### src/rtl/push_down_stack_ctrl_pkg.sv
// Shared definitions for the push-down stack controller: default sizes and FSM state encoding.
package push_down_stack_ctrl_pkg;

    localparam int unsigned DefDataWidth = 8;
    localparam int unsigned DefAddrWidth = 10;

    typedef enum logic [1:0] {
        StIdle  = 2'd0,
        StWrite = 2'd1,
        StRead  = 2'd2,
        StResp  = 2'd3
    } state_e;

endpackage

### src/rtl/stack_ptr_counter.sv
// Up/down counter with enable and asynchronous active-low clear; holds the stack entry count.
module stack_ptr_counter #(
    parameter int unsigned Width = 4
) (
    input  logic             clk_i,
    input  logic             rst_ni,
    input  logic             en_i,
    input  logic             up_i,
    output logic [Width-1:0] cnt_o
);

    logic [Width-1:0] cnt_d, cnt_q;

    always_comb begin
        cnt_d = cnt_q;
        if (en_i) begin
            cnt_d = up_i ? cnt_q + Width'(1) : cnt_q - Width'(1);
        end
    end

    always_ff @(posedge clk_i or negedge rst_ni) begin
        if (!rst_ni) begin
            cnt_q <= '0;
        end else begin
            cnt_q <= cnt_d;
        end
    end

    assign cnt_o = cnt_q;

endmodule

### src/rtl/push_down_stack_ctrl.sv
// Push-down stack controller in front of a single-port RAM with one-cycle read latency.
// Defining STACK_PEEK_EN adds a Peek input that reads the top entry without popping it.
module push_down_stack_ctrl
    import push_down_stack_ctrl_pkg::*;
#(
    parameter int unsigned DATAWIDTH = DefDataWidth,
    parameter int unsigned ADDRWIDTH = DefAddrWidth
) (
    input  logic                 Clk,
    input  logic                 ClrN,
    input  logic                 Push,
    input  logic                 Pop,
`ifdef STACK_PEEK_EN
    input  logic                 Peek,
`endif
    input  logic [DATAWIDTH-1:0] DataIn,
    output logic                 Ready,
    output logic                 Valid,
    output logic [DATAWIDTH-1:0] DataOut,
    output logic                 Full,
    output logic                 Empty,
    output logic                 Err,
    output logic [ADDRWIDTH-1:0] RamAddr,
    output logic                 RamWe,
    output logic [DATAWIDTH-1:0] RamDin,
    input  logic [DATAWIDTH-1:0] RamDout
);

    localparam logic [ADDRWIDTH:0] DepthVal = {1'b1, {ADDRWIDTH{1'b0}}};

    state_e               state_d, state_q;
    logic [DATAWIDTH-1:0] wdata_d, wdata_q;
    logic [DATAWIDTH-1:0] dout_d, dout_q;
    logic                 valid_d, valid_q;
    logic                 err_d, err_q;
    logic                 sp_en, sp_up;
    logic [ADDRWIDTH:0]   sp;
    logic [ADDRWIDTH-1:0] top_addr;
    logic                 cmd_conflict;
`ifdef STACK_PEEK_EN
    logic                 peek_d, peek_q;
`endif

    stack_ptr_counter #(
        .Width(ADDRWIDTH + 1)
    ) u_sp (
        .clk_i (Clk),
        .rst_ni(ClrN),
        .en_i  (sp_en),
        .up_i  (sp_up),
        .cnt_o (sp)
    );

    assign Empty = (sp == '0);
    assign Full  = (sp == DepthVal);
    // Wraps correctly when full: the low bits are zero, so minus one gives DEPTH-1.
    assign top_addr = sp[ADDRWIDTH-1:0] - ADDRWIDTH'(1);

`ifdef STACK_PEEK_EN
    assign cmd_conflict = (Push && Pop) || (Peek && (Push || Pop));
`else
    assign cmd_conflict = Push && Pop;
`endif

    always_comb begin
        state_d = state_q;
        wdata_d = wdata_q;
        dout_d  = dout_q;
        valid_d = 1'b0;
        err_d   = 1'b0;
        sp_en   = 1'b0;
        sp_up   = 1'b0;
        Ready   = 1'b0;
        RamWe   = 1'b0;
        RamAddr = '0;
        RamDin  = '0;
`ifdef STACK_PEEK_EN
        peek_d  = peek_q;
`endif
        unique case (state_q)
            StIdle: begin
                Ready = 1'b1;
                if (cmd_conflict) begin
                    err_d = 1'b1;
                end else if (Push) begin
                    if (Full) begin
                        err_d = 1'b1;
                    end else begin
                        wdata_d = DataIn;
                        state_d = StWrite;
                    end
                end else if (Pop) begin
                    if (Empty) begin
                        err_d = 1'b1;
                    end else begin
                        state_d = StRead;
`ifdef STACK_PEEK_EN
                        peek_d  = 1'b0;
`endif
                    end
`ifdef STACK_PEEK_EN
                end else if (Peek) begin
                    if (Empty) begin
                        err_d = 1'b1;
                    end else begin
                        state_d = StRead;
                        peek_d  = 1'b1;
                    end
`endif
                end
            end
            StWrite: begin
                RamWe   = 1'b1;
                RamAddr = sp[ADDRWIDTH-1:0];
                RamDin  = wdata_q;
                sp_en   = 1'b1;
                sp_up   = 1'b1;
                state_d = StIdle;
            end
            StRead: begin
                RamAddr = top_addr;
`ifdef STACK_PEEK_EN
                sp_en   = !peek_q;
`else
                sp_en   = 1'b1;
`endif
                state_d = StResp;
            end
            StResp: begin
                dout_d  = RamDout;
                valid_d = 1'b1;
                state_d = StIdle;
            end
        endcase
    end

    always_ff @(posedge Clk or negedge ClrN) begin
        if (!ClrN) begin
            state_q <= StIdle;
            wdata_q <= '0;
            dout_q  <= '0;
            valid_q <= 1'b0;
            err_q   <= 1'b0;
`ifdef STACK_PEEK_EN
            peek_q  <= 1'b0;
`endif
        end else begin
            state_q <= state_d;
            wdata_q <= wdata_d;
            dout_q  <= dout_d;
            valid_q <= valid_d;
            err_q   <= err_d;
`ifdef STACK_PEEK_EN
            peek_q  <= peek_d;
`endif
        end
    end

    assign Valid   = valid_q;
    assign Err     = err_q;
    assign DataOut = dout_q;

endmodule

### config.mk
export PLATFORM = sky130hd
export DESIGN_NAME = push_down_stack_ctrl
export DESIGN_NICKNAME = d
export VERILOG_FILES = /design/src/rtl/push_down_stack_ctrl_pkg.sv /design/src/rtl/stack_ptr_counter.sv /design/src/rtl/push_down_stack_ctrl.sv
export SDC_FILE = /design/constraint.sdc
export NUM_CORES = 1
export LEC_CHECK = 0
export CORE_ASPECT_RATIO = 1.25
export CORE_MARGIN = 2
export CORE_UTILIZATION = 46
export DETAILED_ROUTE_END_ITERATION = 6
export PLACE_DENSITY = 0.75
export REMOVE_ABC_BUFFERS = 1
export SETUP_SLACK_MARGIN = 0.02
export SLEW_MARGIN = 20
export SYNTH_ARGS = -nofsm -noshare
export SYNTH_HDL_FRONTEND = slang
export SYNTH_SLANG_ARGS = --single-unit
### constraint.sdc
create_clock -name Clk -period 5.23 [get_ports Clk]
set_input_delay 1.046 -clock Clk [delete_from_list [all_inputs] [get_ports Clk]]
set_output_delay 1.046 -clock Clk [all_outputs]
set_load 0.01 [all_outputs]
=== After elaboration in Yosys (flattened, before gate mapping) ===
Index checks and enable logic that the tools add are counted.

* Divide/modulo/power cells: 0
* Multiplexer cells: 19
* $lt $le $gt $ge: 0
* Bitwise operators: 2
* Equal/unequal tests: 8
* Add/subtract/negate cells: 3
* Shifts and indexed selects: 0
* Multipliers: 0
* Reduce and logical (&&, ||, !) cells: 7

{| class="wikitable"
|+ Operators with widths
! cell !! count
|-
| 10-bit case mux with 2 select lines || 1
|-
| 11-bit by 1-bit adder with 11-bit output (second input constant) || 1
|-
| 11-bit == test (second input constant) || 1
|-
| 11-bit zero test || 1
|-
| 11-bit two-way mux || 1
|-
| 11-bit by 1-bit subtractor with 11-bit output (second input constant) || 1
|-
| 1-bit two-way mux || 10
|-
| 2-bit two-way mux || 5
|-
| 10-bit by 1-bit subtractor with 10-bit output (second input constant) || 1
|-
| 3-bit inequality test (second input constant) || 3
|-
| 8-bit two-way mux || 1
|-
| 4-bit AND reduction || 2
|-
| 2-bit case mux with 3 select lines || 1
|-
| 2-bit == test (second input constant) || 2
|-
| 2-bit OR reduction || 2
|-
| 2-bit by 1-bit == test with 1-bit output (second input constant) || 1
|-
| 2-bit zero test || 1
|-
| 2-bit inequality test (second input constant) || 1
|-
| 1-bit inverter || 2
|-
| 1-bit logical AND || 1
|}

* Bits in latches: 0
* Bits in writable memories: 0
* Memories: 0
* Bits in read-only memories: 0
* Bits in registers: 31
* Input port bits: 20
* Output and inout bits: 32
* Logic and storage cells: 45

=== Longest topological paths before layout ===
Gate-level depths: netlist of run 1.

* Depth in word-level cells: 6
* Mapped depth: 9
* Gate-level depth less buffers: 9

=== Cells and area by module ===
From an unflattened synthesis of run 1, not the netlist that was laid out.

* Cell total of the unflattened synthesis: 206
* Area, all modules: 2105.8 sq um

{| class="wikitable"
|+ By module, submodules not included
! module !! area an instance (sq um) !! cells each !! instances !! sequential area each (sq um)
|-
| push_down_stack_ctrl || 1222.4 || 118 || 1 || 500.5
|-
| stack_ptr_counter || 883.3 || 88 || 1 || 275.3
|}

=== Least setup slack after synthesis of run 1 ===
OpenSTA, ideal clock, no wires.

* Path type: register to register
* From: register state_q[1]
* To: register u_sp.cnt_q[8], in the netlist u_sp.cnt_o[8]
* Required time: 5105 ps
* Slack: 2346 ps
* Clock period less this slack: 2884 ps
* Buffers on the path: 0
* Setup time: 125 ps
* Cell stages (with the launch flop): 10
* Data arrival time: 2759 ps
* Path through: dfrtp_1 -> inv_1 -> ha_1 -> inv_1 -> fa_1 -> a21o_1 -> a2111oi_2 -> o21bai_1 -> xor2_1 -> mux2_2

* Cells in the longest elaborated chain, start to end: 3
* Elaborated cells on any way between the ends: 6
* Those cells by class: eq/ne: 2; mux: 3; reduce/logical: 1

{| class="wikitable"
|+ Ends and longest elaborated chain
! element !! RTL line !! RTL
|-
| start: declaration || push_down_stack_ctrl.sv:31 || <nowiki>state_e state_d, state_q;</nowiki>
|-
| start signal: assignment || push_down_stack_ctrl.sv:139 || <nowiki>state_q <= StIdle;</nowiki>
|-
| start signal: assignment || push_down_stack_ctrl.sv:148 || <nowiki>state_q <= state_d;</nowiki>
|-
| 2-bit by 1-bit == test with 1-bit output || n/a ||
|-
| 1-bit two-way mux || n/a ||
|-
| net RamWe || push_down_stack_ctrl.sv:24 || <nowiki>output logic RamWe,</nowiki>
|-
| 11-bit two-way mux || stack_ptr_counter.sv:17 || <nowiki>cnt_d = up_i ? cnt_q + Width'(1) : cnt_q - Width'(1);</nowiki>
|-
| end signal: assignment || stack_ptr_counter.sv:25 || <nowiki>cnt_q <= cnt_d;</nowiki>
|-
| end: declaration || stack_ptr_counter.sv:12 || <nowiki>logic [Width-1:0] cnt_d, cnt_q;</nowiki>
|}

The timed path passes the listed nets, and every way through them passes these cells.
A chain may end at the register's enable or synchronous reset.

=== Worst setup path after layout of run 1 ===
* From: register u_sp.cnt_q[0], in the netlist u_sp.cnt_o[0]
* To: output port RamAddr[7]

* Cells in the longest elaborated chain, start to end: 2

{| class="wikitable"
|+ Ends and longest elaborated chain
! element !! RTL line !! RTL
|-
| 10-bit by 1-bit subtractor with 10-bit output || push_down_stack_ctrl.sv:57 || <nowiki>assign top_addr = sp[ADDRWIDTH-1:0] - ADDRWIDTH'(1);</nowiki>
|-
| 10-bit case mux with 2 select lines || push_down_stack_ctrl.sv:80 || <nowiki>unique case (state_q)</nowiki>
|-
| end: declaration || push_down_stack_ctrl.sv:23 || <nowiki>output logic [ADDRWIDTH-1:0] RamAddr,</nowiki>
|}

No other way between the ends.

==> metrics.md, run 1 <==
| Metric | Value |
|---|---|
| Initial antenna violation count | 0 |
| Layout cells sized above 1 | 0.1341 |
| First-pass GRT wire length | 7852 um |
| Number of global-route vias before repair | 1,674 |
| Sequential fraction of the synthesis area | 0.3590 |
| Final Max Tran Viols | 0 |
| Area leader, netlist | dfrtp_1 |
| Initial Utilization | 0.4846 |
| Final hold vios | 0 |
| Unique masters post-synth | 43 |
| Ys flop type | dfrtp_1 |
| CTS resizes | 0 |
| Setup TNS | 0 ns |
| Async SR Flop Fraction | 1.000 |
| Height of the chip | 80.63 um |
| Antenna Cells | 0 |
| Slew @ Worst Pin | 0.9212 ns |
| CTS Buffer Depth | 2 |
| Tot GR Track Use | 0.1926 |
| RSZ-0062 raised after global routing | false |
| Max FO, Critical Path | 8 |
| Fmax | 268.2 MHz |
| CP Data Required Time | 4.18 ns |
| Fillers | 394 |
| Clock transition at the registers of the reported paths | 0.06 ns |
| CTS Buf Count | 5 |
| Status | finished clean |
| Detail Route Antenna Nets | 0 |
| CTS tree | built |
| Clock period minus worst slack | 3.729 ns |
| Largest net degree at the start of global routing | 32 |
| Routability Congestion | 0.8029 |
| WS Path Type | reg2out |
| EDFF count, synth | 0 |
| Most frequent cell after synthesis | dfrtp_1 |
| # setup viols final | 0 |
| Post-DP HPWL | 3395 um |
| Fin nets | 304 |
| Grt ovf | 0 |
| Pwr Density | 724.1 nW/um^2 |
| Top cells by area, synth | dfrtp_1, ha_1, mux2_2 |
| Die width | 65.30 um |
| I/O Pins | 52 |
| Post-Syn Area per Cell | 10.44 um^2 |
| CP arrival | 2.68 ns |
| Hold crit path type | reg2reg |
| Vias/cell | 5.326 |
| Hold depth | 1 |
| DRC violations left | 0 |
| Drt pass-1 iters | 4 |
| Post-CTS Hold Buffers | 0 |
| Iteration-0 DRC Markers | 48 |
| Htree depth | 2 |
| Setup crit end kind | primary output |
| Avg WL per Cell | 14.34 um |
| Gate Count Post-Synth | 207 |
| Clock latency on the worst-skew pair | 0.28 ns |
| #FFs+latches synth | 31 |
| Max VDD drop | 0.0003926 V |
| Core area | 4459 um^2 |
| Post-Syn Area | 2161 um^2 |
| Final Util | 0.6383 |
| Synth top area share | 0.3590 |
| Post-Route Skew | 0.004899 ns |
| P_leak | 1.217 nW |
| Commonest cells in the netlist | dfrtp_1, ha_1, mux2_2 |
| Row cnt | 27 |
| Routed WL | 4574 um |
| Final period util | 0.7130 |
| Root buf cell | clkbuf_8 |
| Die area | 5265 um^2 |
| CTS sink cnt | 31 |
| Area growth, synth to finish | 31.73% |
| Rel. slew slack | 0.3859 |
| Via count | 1,699 |
| R2R cell count | 9 |
| Max Cap Violations | 0 |
| Setup Fix Bufs, Post-CTS | 0 |
| Syn. warnings | 0 |
| CP Launch Type | flop |
| Buffers on Ports | 51 |
-- metrics by stage --
stage / setup slack (ns) / hold WS, ns / area (um^2) / total power [W] / cells
after floorplan: 2.201 / 0.4712 / 2138 / 0.001398 / 201
after global placement: 1.825 / 0.4814 / 2729 / 0.001796 / 311
after detailed placement: 1.773 / 0.4860 / 2729 / 0.001827 / 311
after CTS: 1.511 / 0.5010 / 2846 / 0.002076 / 319
after global routing: 1.382 / 0.5137 / 2846 / 0.002253 / 319
final: 1.501 / 0.4978 / 2846 / 0.002061 / 319
-- routing by layer --
metal | GRT usage | vias up | routed length, um | share of wire
met5 | 0 | - | 0 | 0
met4 | 0.07500 | 0 | 85 | 0.019
met3 | 0.04622 | 8 | 243 | 0.053
met2 | 0.3286 | 53 | 2177 | 0.48
met1 | 0.2323 | 790 | 2069 | 0.45
li1 | - | 848 | - | -
-- worst max-delay path, cell delays in order, from the launching register on --
cell and delay (ns):
dfrtp_1 0.49, or4_1 0.64, nor4_1 0.32, xor2_1 0.18, a21oi_1 0.11, nor2b_1 0.13, clkdlybuf4s50_1 0.55
-- layout by cell type (no fill, tap or decap), drive strengths merged, types with 2 or more instances in the layout --
| master | n |
|---|---|
| o21bai | 3 |
| clkbuf | 6 |
| nor4b | 2 |
| o22ai | 2 |
| xnor2 | 6 |
| a21o | 5 |
| a2111oi | 3 |
| o21a | 3 |
| mux2 | 20 |
| xor2 | 8 |
| o21ai | 6 |
| or4 | 3 |
| mux2i | 2 |
| inv | 9 |
| and3 | 3 |
| nor2b | 9 |
| nor2 | 8 |
| a211oi | 4 |
| nand3 | 2 |
| a21oi | 12 |
| nand2 | 11 |
| nor4 | 2 |
| nor3 | 4 |
| ha | 23 |
| dfrtp | 31 |
| nor3b | 2 |
| and2 | 9 |
| clkdlybuf4s50 | 51 |
-- power by group --
part	switching, W	internal (W)
sequential	0.000124	0.000370
combinational	0.000646	0.000681
clock	0.0000871	0.000154
-- final cells by class --
class,instances,area [um^2],share of cell area
tap,58,72.57,0.02549
clock buffer,6,82.58,0.02901
multi-input combinational,161,1329,0.4668
timing repair buffer,52,518.0,0.1820
clock inverter,2,35.03,0.01231
sequential,31,775.7,0.2725
inverter,9,33.78,0.01187
-- state kept, by name, summed over array words and instances (netlist names) --
name and count:
u_sp.cnt_o 11, Err 1, DataOut 8, wdata_q 8, Valid 1, state_q 2
-- kinds of logic after synthesis --
logic type / after synthesis / share of synthesized area
compound gates: 44 / 0.1384
xor+xnor: 14 / 0.05675
fa+ha+maj: 24 / 0.1424
buf+inv: 15 / 0.02605
flops: 31 / 0.3590
mux: 22 / 0.1135
simple gates: 57 / 0.1639
-- worst paths after layout --
check	startpoint	to	slack (ns)
max	u_sp.cnt_o[0]$_DFFE_PN0P_	RamAddr[7]	1.50
min	wdata_q[7]$_DFFE_PN0P_	wdata_q[7]$_DFFE_PN0P_	0.50
max reg2reg	state_q[1]$_DFFE_PN0P_	u_sp.cnt_o[8]$_DFFE_PN0P_	1.78
min reg2reg	wdata_q[7]$_DFFE_PN0P_	wdata_q[7]$_DFFE_PN0P_	0.50
max in group asynchronous	ClrN	wdata_q[2]$_DFFE_PN0P_	3.78
min in group asynchronous	ClrN	u_sp.cnt_o[0]$_DFFE_PN0P_	1.16
Note: power is estimated with default switching activity, not from simulation.
==> run 2: changes to the inputs <==
CORE_UTILIZATION = 45   (was 46)
PLACE_DENSITY = 0.76   (was 0.75)
clock period = 3.1 ns   (was 5.23 ns; I/O delays follow)
==> run 2 against run 1 <==
Net effect: combinational power is 84% higher; clock power increased by 24%; critical path depth up 2.
==> metrics.md, run 2 (same netlist as run 1, synthesis figures left out) <==
| Metric | Value |
|---|---|
| Status | finished clean |
| Max VDD drop | 0.0008264 V |
| Commonest cells after routing, fill and taps aside | clkdlybuf4s50_1, dfrtp_1, ha_1 |
| Initial antenna violation count | 0 |
| Pwr Density | 1203 nW/um^2 |
| Core area | 4695 um^2 |
| Clock transition at the registers of the reported paths | 0.06 ns |
| Post-Route Skew | 0.007490 ns |
| Buffers on Ports | 51 |
| Height of the chip | 81.48 um |
| Sw Pwr | 0.001531 W |
| I/O Pins | 52 |
| WS Path Type | reg2out |
| Largest net degree at the start of global routing | 32 |
| Tot GR Track Use | 0.1911 |
| Met1 WL | 1942 um |
| Fin nets | 313 |
| Setup crit end kind | primary output |
| Placement Cell Area | 2791 um^2 |
| Slowest stage delay, CP | 0.55 ns |
| Die area | 5376 um^2 |
| Fillers | 399 |
| Htree depth | 2 |
| Grt ovf | 0 |
| Metal2 WL | 2503 um |
| CP arrival | 2.29 ns |
| Clock period minus worst slack | 2.913 ns |
| Most common cell after layout, fill and taps aside | clkdlybuf4s50_1 |
| Share of power burned in registers | 0.228 |
| Area of the multi-input gates | 1400 um^2 |
| CP Data Required Time | 2.48 ns |
| Part of the power in the clock network | 0.084 |
| Hold depth | 1 |
| Root buf cell | clkbuf_8 |
| First-pass GRT wire length | 7893 um |
| Largest register FFs | 11 |
| CTS sink cnt | 31 |
| Int Pwr | 0.002031 W |
| Final hold vios | 0 |
| Slew @ Worst Pin | 0.5423 ns |
| Setup WS post-layout | 0.1873 ns |
| CTS Buffer Depth | 2 |
| Drt pass-1 iters | 4 |
| P_leak | 1.343 nW |
| CP max stage cell | clkdlybuf4s50_1 |
| Max Cap Violations | 0 |
| Final Cell Area | 2962 um^2 |
| DR top layer | met4 |
| Initial Utilization | 0.4603 |
| Detail Route Antenna Nets | 0 |
| Switching share of power | 0.4298 |
| Final period util | 0.9396 |
| Final Max Tran Viols | 0 |
| Area growth, synth to finish | 37.06% |
| Routed WL | 4765 um |
| # setup viols final | 0 |
| Post-DP HPWL | 3527 um |
| CP Launch Type | flop |
| CTS Buf Count | 5 |
| Rel. slew slack | 0.6292 |
| Layout cells sized above 1 | 0.1889 |
| Clock latency on the worst-skew pair | 0.28 ns |
| Iteration-0 DRC Markers | 96 |
| Vias/cell | 5.324 |
| Avg WL per Cell | 14.44 um |
| Hold crit path type | reg2reg |
| Pre-CTS setup slack | 0.2060 ns |
| Routed met3 length | 232 um |
| Antenna Cells | 0 |
| R2R cell count | 9 |
| Register area | 778.2 um^2 |
| Fmax | 343.3 MHz |
| CTS tree | built |
| Worst-path cell chain | inv_1 -> ha_2 -> nor3b_4 -> nand2_1 -> xnor2_1 -> a21oi_1 -> nor2b_1 -> clkdlybuf4s50_1 |
| Max FO, Critical Path | 6 |
| DRC violations left | 0 |
| RSZ-0062 raised after global routing | false |
| Die width | 65.98 um |
| Row cnt | 28 |
| Logic pwr share | 0.689 |
| Via count | 1,757 |
| Routability Congestion | 0.7871 |
| Number of global-route vias before repair | 1,775 |
| Setup TNS | 0 ns |
[run 2: cell count changes in the layout (fill, tap and decap cells not counted), moves of 2 or more]
cell / previous run / this run
dlymetal6s2s_1: 0 / 4
clkbuf_1: 0 / 2
dlygate4sd2_1: 0 / 2
nor4_4: 0 / 2
dfrtp_2: 0 / 2
dfrtp_1: 31 / 29
clkdlybuf4s50_1: 51 / 45
buf_4: 1 / 10
[run 2: power by group through the flow]
stage	clock network, W	registers [W]	logic (W)
6_report	0.000298	0.000811	0.00245
5_1_grt	0.000329	0.000836	0.00272
4_1_cts	0.000306	0.000798	0.00244
3_5_place_dp	0	0.000796	0.00240
3_3_place_gp	0	0.000785	0.00236
2_1_floorplan	0	0.000816	0.00154
[run 2: through the flow]
| stage | hold WS, ns | total power [W] | utilization | std cells |
|---|---|---|---|---|
| 2_1_floorplan | 0.3244 | 0.002359 | - | 201 |
| 3_3_place_gp | 0.4810 | 0.003145 | 0.5946 | 321 |
| 3_5_place_dp | 0.4858 | 0.003193 | 0.5946 | 321 |
| 4_1_cts | 0.4991 | 0.003540 | 0.6199 | 329 |
| 5_1_grt | 0.5183 | 0.003883 | 0.6309 | 330 |
| 6_report | 0.4936 | 0.003562 | 0.6309 | 330 |
[run 2: cell type report]
class	count	area share
clock buffers	7	0.02577
clock inverters	1	0.001690
inverters	9	0.01141
multi-input cells	161	0.4727
flip-flops and latches	31	0.2628
well taps	60	0.02535
repair buffers	61	0.2003
[run 2: routing by layer]
metal | vias up | GRT usage
met1 | 844 | 0.2223
met5 | - | 0
li1 | 865 | -
met4 | 0 | 0.06939
met2 | 41 | 0.3404
met3 | 7 | 0.04658
[run 2: path summary, 6_finish.rpt]
kind / from / end / slack (ns)
setup reg to reg: state_q[1]$_DFFE_PN0P_ / u_sp.cnt_o[7]$_DFFE_PN0P_ / 0.36
hold / removal: wdata_q[4]$_DFFE_PN0P_ / wdata_q[4]$_DFFE_PN0P_ / 0.49
hold reg to reg: wdata_q[4]$_DFFE_PN0P_ / wdata_q[4]$_DFFE_PN0P_ / 0.49
min in group asynchronous: ClrN / state_q[0]$_DFFE_PN0P_ / 0.74
max in group asynchronous: ClrN / u_sp.cnt_o[0]$_DFFE_PN0P_ / 2.06
setup / recovery: u_sp.cnt_o[1]$_DFFE_PN0P_ / RamAddr[6] / 0.19
[run 2: critical path, delay by kind of cell, from the launching register on]
kind / cells / cell delay (ns)
AOI/OAI and AO/OA: 1 / 0.10
and+or+nand+nor: 3 / 0.44
xor gates and xnor gates: 1 / 0.13
adders and majority gates: 1 / 0.23
DFF: 1 / 0.45
buffers and inverters: 2 / 0.66
[run 2: what timing repair did]
item	in CTS	in global routing
resized for setup	9	11
setup endpoints to repair	5	6
setup buffers	0	1
hold buffers	0	0
cloned	0	0
pin swaps	0	1
==> run 3: changes to the inputs <==
--- a/config.mk
+++ b/config.mk
@@ -12,3 +12,2 @@
 export PLACE_DENSITY = 0.76
-export REMOVE_ABC_BUFFERS = 1
 export SETUP_SLACK_MARGIN = 0.02
==> constraint.sdc (replaced) <==
create_clock -name Clk -period 3.1 [get_ports Clk]
set_input_delay 0.775 -clock Clk [delete_from_list [all_inputs] [get_ports Clk]]
set_output_delay 0.775 -clock Clk [all_outputs]
set_load 0.01 [all_outputs]
==> run 3 against run 2 <==
Net effect: first-iteration DRC count is 42% lower; final area increased by 0.72%; maximum frequency decreased by 2.3%; power is 2.0% higher; largest cell class unchanged; cell count grew 0.91%; largest power group unchanged; flip-flop and latch count unchanged; die area stayed put; utilization rose by 0.45 points; clock power is 30% higher; setup slack got worse by 0.067 ns; sequential share of layout area down 0.27 points; routed wire length shrank 1.5%.
==> metrics.md, run 3 (same netlist as run 1, synthesis figures left out) <==
| Metric | Value |
|---|---|
| Clock transition at the registers of the reported paths | 0.06 ns |
| Rel. slew slack | 0.6313 |
| Setup crit end kind | primary output |
| Post-Route Skew | 0.008205 ns |
| Most common cell after layout, fill and taps aside | clkdlybuf4s50_1 |
| Detail Route Antenna Nets | 0 |
| Area growth, synth to finish | 38.04% |
| Avg WL per Cell | 14.10 um |
| Min-Delay Startpoint | wdata_q[7]$_DFFE_PN0P_ |
| Met2 Resource Use GR | 0.3313 |
| Buffers on Ports | 51 |
| Final period util | 0.9613 |
| Max Cap Violations | 0 |
| Antenna Cells | 0 |
| Worst hold slack | 0.4967 ns |
| R2R cell count | 9 |
| Worst reg2reg path endpoint | u_sp.cnt_o[7]$_DFFE_PN0P_ |
| R2R Setup Slk | 0.35 ns |
| RSZ-0062 raised after global routing | false |
| Met3 GRT Util | 0.04932 |
| Setup Fix Bufs, Post-CTS | 0 |
| CTS tree | built |
| I/O Pins | 52 |
| Status | finished clean |
| CP Data Required Time | 2.32 ns |
| Commonest cells after routing, fill and taps aside | clkdlybuf4s50_1, dfrtp_1, ha_1 |
| CTS sink cnt | 31 |
| Hold crit path type | reg2reg |
| CTS Buf Count | 5 |
| GRT Max-Usage Layer | met2 |
| Fin nets | 316 |
| Core area | 4695 um^2 |
| Row cnt | 28 |
| Fmax | 335.6 MHz |
| Drt pass-1 iters | 4 |
| Htree depth | 2 |
| Number of global-route vias before repair | 1,738 |
| Mapped Nets | 251 |
| Die area | 5376 um^2 |
| CTS Buffer Depth | 2 |
| Max VDD drop | 0.0008204 V |
| CTS resizes | 15 |
| DRC violations left | 0 |
| CP Launch Type | flop |
| Routability Congestion | 0.8361 |
| Post-DP HPWL | 3634 um |
| Reg2Reg Launch Point | state_q[1]$_DFFE_PN0P_ |
| Height of the chip | 81.48 um |
| Hold depth | 1 |
| Layout cells sized above 1 | 0.1978 |
| Routed WL | 4695 um |
| Post-CTS Hold Buffers | 0 |
| WS Path Type | reg2out |
| Met1 Usage GRT | 0.2257 |
| Vias/cell | 5.342 |
| Largest register FFs | 11 |
| Slew @ Worst Pin | 0.5520 ns |
| Iteration-0 DRC Markers | 56 |
| Final Max Tran Viols | 0 |
| Setup TNS | 0 ns |
| # setup viols final | 0 |
| Root buf cell | clkbuf_8 |
| Final hold vios | 0 |
| Die width | 65.98 um |
| Clock period minus worst slack | 2.980 ns |
| CP arrival | 2.21 ns |
| Hold EP | wdata_q[7]$_DFFE_PN0P_ |
| Initial antenna violation count | 0 |
| Clock latency on the worst-skew pair | 0.28 ns |
| Grt ovf | 0 |
| P_leak | 1.319 nW |
| First-pass GRT wire length | 8004 um |
| Pwr Density | 1218 nW/um^2 |
| Initial Utilization | 0.4603 |
| Via count | 1,779 |
| Max FO, Critical Path | 4 |
| Largest net degree at the start of global routing | 32 |
| Tot GR Track Use | 0.1925 |
[run 3: cell count changes in the layout (fill, tap and decap cells not counted), sizes merged]
cell,delta
buf,+3
bufinv,+1
clkbuf,-2
clkinv,+1
dlygate4sd2,+4
dlymetal6s2s,-4
[run 3: area by class of cell]
class	instances	area (um^2)
clock buffers	5	68.82
repair buffers	64	600.6
clock inverters	3	43.79
inverters	9	33.78
well taps	60	75.07
fillers	393	1712
multi-input cells	161	1385
flip-flops and latches	31	775.7
[run 3: worst max path at each step]
| stage | to | depth (start not counted) | slack [ns] | start |
|---|---|---|---|---|
| after floorplan | u_sp.cnt_o[8]$_DFFE_PN0P_ | 9 | 0.22 | state_q[1]$_DFFE_PN0P_ |
| after global placement | RamAddr[8] | 6 | 0.14 | u_sp.cnt_o[4]$_DFFE_PN0P_ |
| after global routing | RamAddr[3] | 6 | 0.02 | state_q[0]$_DFFE_PN0P_ |
| final | RamAddr[6] | 8 | 0.12 | u_sp.cnt_o[0]$_DFFE_PN0P_ |
| after detailed placement | RamAddr[8] | 6 | 0.12 | u_sp.cnt_o[4]$_DFFE_PN0P_ |
| after CTS | RamAddr[6] | 8 | 0.09 | u_sp.cnt_o[1]$_DFFE_PN0P_ |
[run 3: critical path, cell delays in order, from the launching register on]
cell	delay, ns
dfrtp_1	0.41
inv_1	0.08
ha_2	0.22
nor3b_2	0.23
nand2_1	0.10
xnor2_1	0.14
a21oi_1	0.08
nor2b_1	0.12
clkdlybuf4s50_1	0.56
[run 3: layer usage]
metal  part of all wire  wire, um
met2               0.50      2333
met3              0.058       272
met1               0.41      1934
met5                  0         0
met4              0.033       153
[run 3: stage by stage]
step	power [W]	utilization	setup slack [ns]	cells	instance area [um^2]
floorplan	0.002375	-	0.2163	207	2161
global placement	0.003175	0.6010	0.1389	325	2821
detailed placement	0.003228	0.6010	0.1230	325	2821
CTS	0.003660	0.6349	0.08837	333	2980
global route	0.003983	0.6354	0.02105	333	2983
finish	0.003635	0.6354	0.1199	333	2983
[run 3: power by group]
part / total (W) / internal [W] / switching [W]
Sequential: 0.000760 / 0.000625 / 0.000135
Clock: 0.000387 / 0.000239 / 0.000148
Combinational: 0.00249 / 0.00125 / 0.00124
